## config.mk

```make
export PLATFORM = sky130hd
export DESIGN_NAME = univib_sched
export DESIGN_NICKNAME = d
export VERILOG_FILES = /design/src/rtl/univib_pkg.sv /design/src/rtl/rr_arb.sv /design/src/rtl/univib_sched.sv
export SDC_FILE = /design/constraint.sdc
export NUM_CORES = 1
export LEC_CHECK = 0
export BUFFER_PORTS_ARGS = -buffer_cell sky130_fd_sc_hd__buf_2
export CAP_MARGIN = 40
export CORE_MARGIN = 5
export CORE_UTILIZATION = 35
export DETAILED_ROUTE_END_ITERATION = 7
export GPL_ROUTABILITY_DRIVEN = 0
export PLACE_DENSITY_LB_ADDON = 0.25
export RECOVER_POWER = 50
export SKIP_CTS_REPAIR_TIMING = 1
export SLEW_MARGIN = 10
export SYNTH_ARGS = -nofsm -noshare
export SYNTH_HDL_FRONTEND = slang
export SYNTH_SLANG_ARGS = --single-unit
export TNS_END_PERCENT = 30
```

## constraint.sdc

```tcl
create_clock -name clk -period 4.75 [get_ports clk]
set_input_delay 0 -clock clk [delete_from_list [all_inputs] [get_ports clk]]
set_output_delay 0 -clock clk [all_outputs]
set_load 0.01 [all_outputs]
```

## src/rtl/univib_pkg.sv

```systemverilog
// Shared types for the time-shared one-shot pulse scheduler.
// State encoding and a width helper for the tick counter.
package univib_pkg;

  typedef enum logic [1:0] {
    ST_IDLE  = 2'd0,
    ST_PULSE = 2'd1,
    ST_GAP   = 2'd2
  } state_t;

  function automatic int max_w(int a, int b);
    return (a > b) ? a : b;
  endfunction

endpackage

```

## src/rtl/rr_arb.sv

```systemverilog
// Round-robin arbiter: first active request at or above ptr, with wrap.
// Purely combinational; win is one-hot, valid flags any request.
module rr_arb #(
  parameter int REQS = 4
) (
  input  logic [REQS-1:0]         req,
  input  logic [$clog2(REQS)-1:0] ptr,
  output logic [REQS-1:0]         win,
  output logic                    valid
);

  localparam int PW = $clog2(REQS);

  logic [PW-1:0] idx;

  always_comb begin
    win   = '0;
    valid = 1'b0;
    idx   = ptr;
    for (int k = 0; k < REQS; k++) begin
      if (!valid && req[idx]) begin
        win[idx] = 1'b1;
        valid    = 1'b1;
      end
      idx = (idx == PW'(REQS - 1)) ? '0 : idx + 1'b1;
    end
  end

endmodule

```

## src/rtl/univib_sched.sv

```systemverilog
// Shared non-retriggerable one-shot, granted round-robin to REQS users.
// Each pulse runs to completion, then GAP low ticks before next grant.
module univib_sched
  import univib_pkg::*;
#(
  parameter int REQS = 4,
  parameter int LW   = 4,
  parameter int GAP  = 1
) (
  input  logic              clk,
  input  logic              rst,
  input  logic [REQS-1:0]   req,
  input  logic [REQS*LW-1:0] len,
  output logic [REQS-1:0]   gnt,
  output logic [REQS-1:0]   done,
  output logic              q,
  output logic              q_,
  output logic              busy
);

  localparam int PW = $clog2(REQS);
  localparam int CW = max_w(LW, $clog2(GAP + 1));

  state_t          state;
  logic [CW-1:0]   cnt;
  logic [PW-1:0]   ptr;
  logic [REQS-1:0] win;
  logic            valid;
  logic [LW-1:0]   wlen;
  logic [PW-1:0]   nptr;

  rr_arb #(
    .REQS(REQS)
  ) u_arb (
    .req  (req),
    .ptr  (ptr),
    .win  (win),
    .valid(valid)
  );

  // Winner's length field and the pointer slot just past it.
  always_comb begin
    wlen = '0;
    nptr = '0;
    for (int i = 0; i < REQS; i++) begin
      if (win[i]) begin
        wlen = len[i*LW +: LW];
        nptr = (i == REQS - 1) ? '0 : PW'(i + 1);
      end
    end
  end

  assign q_ = ~q;

  always_ff @(posedge clk) begin
    if (rst) begin
      state <= ST_IDLE;
      cnt   <= '0;
      ptr   <= '0;
      gnt   <= '0;
      done  <= '0;
      q     <= 1'b0;
      busy  <= 1'b0;
    end else begin
      done <= '0;
      unique case (state)
        ST_IDLE: begin
          if (valid) begin
            state <= ST_PULSE;
            gnt   <= win;
            q     <= 1'b1;
            busy  <= 1'b1;
            ptr   <= nptr;
            // Zero length behaves as a single tick.
            cnt   <= (wlen == '0) ? '0 : CW'(wlen - 1'b1);
          end
        end
        ST_PULSE: begin
          if (cnt != '0) begin
            cnt <= cnt - 1'b1;
          end else begin
            q    <= 1'b0;
            gnt  <= '0;
            done <= gnt;
            if (GAP > 0) begin
              state <= ST_GAP;
              cnt   <= CW'(GAP - 1);
            end else begin
              state <= ST_IDLE;
              busy  <= 1'b0;
            end
          end
        end
        ST_GAP: begin
          if (cnt != '0) begin
            cnt <= cnt - 1'b1;
          end else begin
            state <= ST_IDLE;
            busy  <= 1'b0;
          end
        end
        default: state <= ST_IDLE;
      endcase
    end
  end

endmodule

```

==> impl_results.rst <==
.. list-table::
   :header-rows: 1

   * - Metric
     - Value
   * - Total congestion overflow after global routing
     - 0
   * - Adder-cell area share of the yosys netlist
     - 10.2%
   * - Final antenna-violating net count
     - 0
   * - Vias in the first global route
     - 1326
   * - Y dimension of the die
     - 74.8 um
   * - Met2 Use GR
     - 21.8%
   * - HPWL after DPL
     - 2840 um
   * - Hold/Removal Path Class
     - in2reg
   * - All-Layer GR Usage
     - 13.3%
   * - Number of detailed-route iterations in the first pass
     - 4
   * - Worst hold path stage count
     - 2
   * - Category of the most critical setup path
     - reg2reg
   * - Share of post-route cells with drive strength above 1
     - 18.5%
   * - Global routing usage on met3
     - 3.60%
   * - Combinational family with the most area after synthesis
     - compound AO/OA/AOI/OAI gates
   * - Synth top area cells
     - dfxtp_1 25%, ha_1 10%, a21oi_1 5.5%
   * - Total number of vias
     - 1420
   * - Final worst-path setup slack
     - 0.912 ns
   * - Async set-reset flop share out of synthesis
     - 0%
   * - Post-synthesis instance total
     - 179
   * - Slew headroom
     - 48.1%
   * - Synth Net Count
     - 213
   * - Critical path launch point type
     - flop
   * - Pre-CTS setup slack
     - 0.924 ns
   * - Number of setup violations in the final report
     - 0
   * - Yosys warning total
     - 0
   * - Depth of the worst register-to-register path
     - 11
   * - Fraction of post-synthesis cell area in the top cell type by area
     - 24.5%
   * - Multiplexer share of the synthesized area
     - 6.98%
   * - Fraction of the yosys area taken by sequential cells
     - 24.5%
   * - Post-Synthesis Cell Area
     - 0.00147 mm2
   * - Number of distinct library cell variants in the gate-level netlist after synthesis
     - 46
   * - EDFF count, synth
     - 0
   * - Detailed-route wire length per cell
     - 13.4 um
   * - CTS HTree Levels
     - 1
   * - Global-route wire length before repair
     - 5920 um
   * - Die extent in x
     - 74.8 um
   * - Most frequently used flop master after synthesis
     - dfxtp_1
   * - Total count of max-transition violations in the final report
     - 0
   * - Busiest layer in global routing
     - met2
   * - DRC errors left
     - 0
   * - Worst-skew pair later-pin latency
     - 0.26 ns
   * - Cell breakdown of the critical path
     - inv_1, ha_1, mux4_2, nand2b_1, a31oi_1, a221o_1, nor2_1, a221oi_2, and4b_1, o21ai_1, a211oi_1
   * - IO Count
     - 33
   * - Core area
     - 0.00403 mm2
   * - CTS clock-pin slew for the worst setup and hold paths
     - 0.07 ns
   * - Final wirelength
     - 3490 um
   * - TritonCTS Sinks
     - 18
   * - Fraction of the cycle the final worst path needs
     - 80.8%
   * - Total leakage power
     - 0.000676 uW
   * - Worst clock skew
     - 0.00729 ns
   * - Kind of cell adding the most delay to the critical path
     - compound AO/OA/AOI/OAI gates
   * - Initial DRC Count
     - 96
   * - Worst Path Max Fanout
     - 14
   * - Highest Clock Rate
     - 261 MHz
   * - Placed cell area
     - 0.00166 mm2
   * - Critical path required time
     - 4.93 ns
   * - Die area
     - 0.00559 mm2
   * - Floorplan row count
     - 23
   * - Clock root cell
     - clkbuf_8
   * - Setup repair after global routing missed its margin
     - false
   * - Via density per instance
     - 5.44
   * - Final non-filler cell area
     - 0.00170 mm2
   * - NumNets Final
     - 246
   * - CP peak stage delay
     - 0.63 ns
   * - Maximum number of pins on one net before global-route repair
     - 16
   * - Number of buffer and inverter stages on the critical path
     - 1
   * - Pin slew with the least headroom to its limit
     - 0.779 ns
   * - Worst endpoint data arrival time
     - 4.02 ns
   * - Number of register bits inferred by synthesis
     - 18
   * - Grt met1 use
     - 17.4%
   * - Post-synthesis cell type with the largest combined area
     - dfxtp_1
   * - Antenna violations before repair
     - 0
   * - Number of max-cap violations
     - 0
   * - Commonest non-fill, non-tap cell in the layout
     - buf_2
   * - Outcome
     - finished, final reports clean
   * - Antenna Cells
     - 0
   * - Syn-to-layout area delta
     - 15.7%
   * - Mean Syn Cell Area
     - 8.21 um2
   * - Commonest cells after routing, fill and taps aside
     - 21 x buf_2, 19 x nor2_1, 18 x nand2_1, 18 x dfxtp_1, 16 x a21oi_1
   * - Number of buffer cells added on primary ports
     - 32
   * - Starting density of the core
     - 36.5%
   * - Maximum count of clock buffers along a single path
     - 2
   * - Power density normalized to cell area
     - 826 mW/mm2
   * - Cell at the slowest stage of the critical path
     - dfxtp_1
   * - Synthesized-area fraction occupied by ao, oa, aoi and oai cells
     - 29.5%
   * - Synth Area in XOR/XNOR
     - 0%
   * - Nature of the critical path endpoint
     - flop
   * - Final standard cell count with taps included and fillers excluded
     - 261
   * - Total Negative Setup Slacks
     - 0 ns
   * - TritonCTS clock tree
     - done
   * - Worst path depth
     - 11
   * - Post-synthesis simple-gate area fraction
     - 22.9%
   * - Peak ir drop on the vdd network
     - 0.279 mV
   * - Period minus WS final
     - 3.84 ns
   * - Final Hold Viols
     - 0
   * - Number of instances in the placed design
     - 257
   * - CTS Buf Count
     - 3
[layer usage]
| layer | wire, um | share of wire, % |
|---|---|---|
| met3 | 183 | 5.2 |
| met1 | 1640 | 47 |
| met4 | 58 | 1.7 |
| met2 | 1610 | 46 |
| met5 | 0 | 0 |
[stage by stage]
step | power, uW | hold slack (ns) | util (%)
finish | 1400 | 0.102 | 42.2
global route | 1550 | 0.122 | 42.2
CTS | 1410 | 0.107 | 42.5
detailed placement | 1280 | 0.374 | 41.1
global placement | 1290 | 0.367 | 41.1
floorplan | 1110 | 0.0646 | -
[report_power, final]
group          leakage [uW]  internal (uW)  switching (uW)  total (uW)
sequential         0.000147            199            56.8         256
clock             0.0000288           73.6            52.1         126
combinational      0.000500            434             588        1020
total              0.000676            707             697        1400
[logic make-up (layout without fill, tap and decap cells)]
kind of cell,Yosys count,in the layout
flops,18,18
fa+ha+maj,12,12
mux,6,6
simple gates,65,65
buf+inv,18,50
compound gates,60,60
[layout make-up]
cell class | count | area (um2)
Sequential cell | 18 | 360
Tap cell | 50 | 62.6
Fill cell | 424 | 2330
Inverter | 14 | 52.6
Timing Repair Buffer | 32 | 146
Multi-Input combinational cell | 143 | 1020
Clock buffer | 4 | 55.1
[final timing paths]
kind,startpoint,to,slack (ns)
setup / recovery,ptr[0],cnt[2],0.91
hold / removal,rst,busy,0.10
setup reg to reg,ptr[0],cnt[2],0.91
hold reg to reg,cnt[3],cnt[3],0.48
[cells in the mapped netlist (all sizes together), types with 4 or more instances]
library cell / number
nor2: 19
dfxtp: 18
nand2: 18
a21oi: 16
inv: 14
ha: 12
o21ai: 10
a22oi: 6
and2: 6
a221oi: 5
a221o: 4
and4: 4
nor3: 4
[flip-flops by register name, summed over array words and instances (netlist names)]
register / cells
q: 1
state: 2
cnt: 4
gnt: 4
done: 4
ptr: 2
busy: 1
No activity file was read; power rests on OpenSTA's default activity.
